`config.mk`:
```
export PLATFORM = sky130hd
export DESIGN_NAME = l2_spike_count_classifier
export DESIGN_NICKNAME = d
export VERILOG_FILES = /design/src/rtl/l2_spike_count_classifier.sv
export SDC_FILE = /design/constraint.sdc
export NUM_CORES = 1
export LEC_CHECK = 0
export CAP_MARGIN = 30
export CORE_MARGIN = 5
export CORE_UTILIZATION = 55
export CTS_CLUSTER_SIZE = 8
export DETAILED_ROUTE_END_ITERATION = 7
export GPL_TIMING_DRIVEN = 0
export PLACE_DENSITY = 0.77
export SLEW_MARGIN = 20
export SYNTH_ARGS = -nofsm -noshare
export SYNTH_HDL_FRONTEND = slang
export SYNTH_SLANG_ARGS = --single-unit
```
`constraint.sdc`:
```
create_clock -name clk -period 3.2 [get_ports clk]
set_input_delay 0.8 -clock clk [delete_from_list [all_inputs] [get_ports clk]]
set_output_delay 0.8 -clock clk [all_outputs]
set_load 0.02 [all_outputs]
```
`src/rtl/l2_spike_count_classifier.sv`:
```
// Layer-2 output classifier: counts spikes per neuron over a programmable window of
// timesteps, then serially picks the neuron with the most spikes (lowest index on ties).
module l2_spike_count_classifier #(
    parameter int unsigned N_OUT  = 10,
    parameter int unsigned CNT_W  = 8,
    parameter int unsigned STEP_W = 8,
    parameter int unsigned IDX_W  = 4
) (
    input  logic              clk,
    input  logic              reset,
    input  logic              start,
    input  logic [STEP_W-1:0] num_steps,
    input  logic              pulse,
    input  logic [N_OUT-1:0]  spk_in,
    output logic              busy,
    output logic              done,
    output logic [IDX_W-1:0]  class_id,
    output logic [CNT_W-1:0]  max_count
);

    typedef enum logic [1:0] {StIdle, StAccum, StScan, StDone} state_e;

    state_e            state_q;
    logic [CNT_W-1:0]  cnt_q [N_OUT];
    logic [STEP_W-1:0] steps_q;
    logic [STEP_W-1:0] step_cnt_q;
    logic [IDX_W-1:0]  idx_q;
    logic [IDX_W-1:0]  best_idx_q;
    logic [CNT_W-1:0]  best_cnt_q;
    logic              busy_q;
    logic              done_q;
    logic [IDX_W-1:0]  class_id_q;
    logic [CNT_W-1:0]  max_count_q;

    always_ff @(posedge clk or negedge reset) begin
        if (!reset) begin
            state_q     <= StIdle;
            for (int i = 0; i < int'(N_OUT); i++) begin
                cnt_q[i] <= '0;
            end
            steps_q     <= '0;
            step_cnt_q  <= '0;
            idx_q       <= '0;
            best_idx_q  <= '0;
            best_cnt_q  <= '0;
            busy_q      <= 1'b0;
            done_q      <= 1'b0;
            class_id_q  <= '0;
            max_count_q <= '0;
        end else begin
            done_q <= 1'b0;
            unique case (state_q)
                StIdle: begin
                    if (start) begin
                        steps_q    <= num_steps;
                        step_cnt_q <= '0;
                        idx_q      <= '0;
                        for (int i = 0; i < int'(N_OUT); i++) begin
                            cnt_q[i] <= '0;
                        end
                        busy_q  <= 1'b1;
                        // A zero-length window skips accumulation and scans all-zero counts.
                        state_q <= (num_steps == '0) ? StScan : StAccum;
                    end
                end
                StAccum: begin
                    if (pulse) begin
                        for (int i = 0; i < int'(N_OUT); i++) begin
                            if (spk_in[i] && (cnt_q[i] != {CNT_W{1'b1}})) begin
                                cnt_q[i] <= cnt_q[i] + CNT_W'(1);
                            end
                        end
                        step_cnt_q <= step_cnt_q + STEP_W'(1);
                        if (step_cnt_q == steps_q - STEP_W'(1)) begin
                            state_q <= StScan;
                        end
                    end
                end
                StScan: begin
                    // Strict compare keeps the lowest index on ties.
                    if ((idx_q == '0) || (cnt_q[idx_q] > best_cnt_q)) begin
                        best_cnt_q <= cnt_q[idx_q];
                        best_idx_q <= idx_q;
                    end
                    if (idx_q == IDX_W'(N_OUT - 1)) begin
                        idx_q   <= '0;
                        busy_q  <= 1'b0;
                        state_q <= StDone;
                    end else begin
                        idx_q <= idx_q + IDX_W'(1);
                    end
                end
                StDone: begin
                    done_q      <= 1'b1;
                    class_id_q  <= best_idx_q;
                    max_count_q <= best_cnt_q;
                    state_q     <= StIdle;
                end
                default: state_q <= StIdle;
            endcase
        end
    end

    assign busy      = busy_q;
    assign done      = done_q;
    assign class_id  = class_id_q;
    assign max_count = max_count_q;

endmodule

```
==> metrics.cfg, run 1 <==
[cells_and_area]
drive_gt1_frac=0.182
area_growth_pct=20.4
fin_area_um2=8890
final-seq-area_um2=3200
n_antenna_cell=0
multiInputGateArea_um2=4010
num-fill-cells=952
nNetsFinal=849

[critical_path]
crit_path_frequent_cell=buf_6
endpoint_kind=flop
crit_fanout=5
cp.arrival_ps=3640
crit_type=reg2reg
cp_num_buf_inv=4
critPathTopFamily=compound AO/OA/AOI/OAI gates
max_stage_delay_ps=550
required_ps=3510
start_kind=flop
critPathSlowestCell=mux4_2
crit_chain=buf_6 -> buf_12 -> buf_8 -> mux4_2 -> a21oi_2 -> nor2_1 -> a31oi_2 -> ha_2 -> nor2b_1 -> o21a_1 -> o21ai_1 -> a21oi_1 -> o41a_1 -> buf_6 -> mux2_4

[synth]
synth_top_area_share=0.434
ys_seq_area_frac=0.434
ys_top_cells_by_area=dfrtp_1 43%, mux4_2 4.9%, ha_1 4.7%, mux2_2 4.6%, xor2_1 4.4%
synthesis.nets=778
synth.distinct_cells=64
yosysTopAreaCell=dfrtp_1
avgSynthCellArea_um2=10.1
yosys_warnings=0
synth_ff_type=dfrtp_1
synth_most_common_cell=dfrtp_1
synthArstFlopShare=1.00
ys_seq_elements=128
synth.cell_area_um2=7390
ys_top_cells_by_count=128 x dfrtp_1, 70 x nor2_1, 69 x nand2_1
synth_cells=728
synth_edf_count=0

[drt]
drt_iter0_markers=636
vias=5979
wirelength_mm=18.4
dr.pass1.iters=5
ant_nets=0
drcViolationCount=0
wl_per_cell_um=18.6
routed_via_density=6.05

[cts]
cts.sinks=128
htree_levels=4
cts-root-buf=clkbuf_16
clkLatencyLatePin_ps=430
cts-buffers-inserted=17
cts_tree=yes
clk_pin_slew_ps=60
cts_buffer_depth=2

[die]
core_area_um2=13200
initial_core_util=0.560
die_h_um=126
die_x_um=126
num_rows=42
fp.dieArea_um2=15900
ios=36

[power]
combPwrFrac=0.179
p_per_area_nw_per_um2=613
vdd_drop_max_uv=486
p_sw_mw=1.69
power.leakage_nw=3.89
seqPwrFrac=0.433
design_power_total_mw=5.45
netSwitchingFraction=0.310
p_int_mw=3.76
p_clk_frac=0.388

[sta]
finalWorstSetupSlack_ps=-132
fmax_mhz=300
fin_setup_tns_ps=-1430
slew_headroom=0.520
hold_ws_ps=396
hold_violations=0
fin_skew_ps=7.85
fin_crit_ps=3330
fin_crit_sh=1.04
drv_slew=0
grt_setup_unrepaired=true
worst_slew_pin_slew_ps=720
finalSetupViolations=12

[global_routing]
grt_max_degree=75
grt_pass1_vias=5986
grt_usage=0.240
gr-max-usage-layer=met2
gr-total-overflow=0
grt_pass1_wl_mm=30.7
use_met3=0.0652
antenna_found_initial=0
use_met1=0.326
use_met2=0.374

[place]
gp_congestion=0.878
placed_area_um2=7990
post-place-ws_ps=-517
hpwl_mm=12.7
io_buffers=35

[hold_path]
worstHoldPathType=in2async

[outcome]
violations=negative setup slack
run_status=complete, but fails checks

[job]
drv_cap=0

[path summary, 6_finish.rpt]
kind	startpoint	endpoint	slack, ps	cells after the start
worst min-delay path	reset	steps_q[0]$_DFFE_PN0P_	400	1
worst max-delay path	idx_q[0]$_DFFE_PN0P_	best_idx_q[1]$_DFFE_PN0P_	-130	15
max in group asynchronous	reset	cnt_q[20]$_DFFE_PN0P_	2070	2
min in group clk	max_count[2]$_DFFE_PN0P_	max_count[2]$_DFFE_PN0P_	500	1
worst min register to register	max_count[2]$_DFFE_PN0P_	max_count[2]$_DFFE_PN0P_	500	1
worst max register to register	idx_q[0]$_DFFE_PN0P_	best_idx_q[1]$_DFFE_PN0P_	-130	15
[routing by layer]
layer  up-vias  share of wire
met5         -              0
met3        40          0.068
met2       219           0.47
met1      2958           0.43
li1       2762              -
met4         0          0.026
[cells in the final DEF, fill, tap and decap left out, types with 17 or more instances in the layout]
master           synthesis  routed
nor2_1                  70      70
o21ai_0                 39      39
inv_1                   26      26
dfrtp_1                128     128
clkbuf_16                0      17
nand2_1                 69      69
xnor2_1                 18      18
ha_1                    28      26
xor2_1                  37      37
mux2_2                  30      30
clkdlybuf4s50_1          0      34
a21oi_1                 28      24
nand3_1                 35      35
or3_1                   18      18
nand4_1                 25      25
[sequential cells by signal, indices dropped and copies added (netlist names)]
signal and count:
best_idx_q 4, class_id 4, best_cnt_q 8, busy 1
state_q 2, cnt_q 80, max_count 8, done 1
steps_q 8, idx_q 4, step_cnt_q 8
[worst register-to-register path, stage by stage (launching register included)]
cell and delay, ps:
dfrtp_1 380, buf_6 140, buf_12 120, buf_8 110
mux4_2 550, a21oi_2 170, nor2_1 60, a31oi_2 230
ha_2 200, nor2b_1 40, o21a_1 160, o21ai_1 120
a21oi_1 80, o41a_1 390, buf_6 180, mux2_4 300
[repair_timing]
action	4_1_cts	5_1_grt
pin swaps	6	2
cloned	0	1
buffers inserted	8	7
gates resized for setup	21	10
hold buffers	0	0
endpoints found under the setup margin	12	14
[power groups by stage]
stage | registers, mW | clock network, mW | logic, mW
floorplan | 2.21 | 0 | 0.690
global placement | 2.34 | 0 | 0.865
global route | 2.41 | 2.22 | 1.09
detailed placement | 2.36 | 0 | 0.912
finish | 2.36 | 2.11 | 0.974
CTS | 2.34 | 2.13 | 0.944
[layout make-up]
class                      count  share of cell area
buffer                        29              0.0225
clock buffer                  20              0.0525
clock inverter                12              0.0204
inverter                      26              0.0110
multi-input combinational    545               0.451
sequential                   128               0.360
tap                          176              0.0248
timing repair buffer          52              0.0581
[cell families after synthesis]
kind of cell               count (synthesis)  synth area share
AOI/OAI and AO/OA                        120             0.110
xor gates and xnor gates                  55            0.0652
adders and majority gates                 28            0.0474
buffers and inverters                     55            0.0345
DFF                                      128             0.434
muxes                                     61             0.115
and+or+nand+nor                          281             0.194
[per-stage QoR]
| step | instances | util |
|---|---|---|
| floorplan | 728 | - |
| global placement | 939 | 0.604 |
| detailed placement | 940 | 0.606 |
| CTS | 980 | 0.667 |
| global route | 988 | 0.674 |
| finish | 988 | 0.674 |
Note: power is estimated with default switching activity, not from simulation.
==> run 2, diff against run 1 <==
--- a/config.mk
+++ b/config.mk
@@ -8,6 +8,7 @@
 export CAP_MARGIN = 30
 export CORE_MARGIN = 5
 export CORE_UTILIZATION = 55
+export CTS_CLUSTER_DIAMETER = 80
 export CTS_CLUSTER_SIZE = 8
 export DETAILED_ROUTE_END_ITERATION = 7
 export GPL_TIMING_DRIVEN = 0
==> results of run 2 <==
Same layout as run 1: the final DEF is identical, and so are final timing and power.
==> run 3, diff against run 2 <==
--- a/config.mk
+++ b/config.mk
@@ -12,6 +12,7 @@
 export CTS_CLUSTER_SIZE = 8
 export DETAILED_ROUTE_END_ITERATION = 7
 export GPL_TIMING_DRIVEN = 0
+export HOLD_SLACK_MARGIN = 0.12
 export PLACE_DENSITY = 0.77
 export SLEW_MARGIN = 20
 export SYNTH_ARGS = -nofsm -noshare
==> results of run 3 <==
Same layout as run 1: the final DEF is identical, and so are final timing and power.
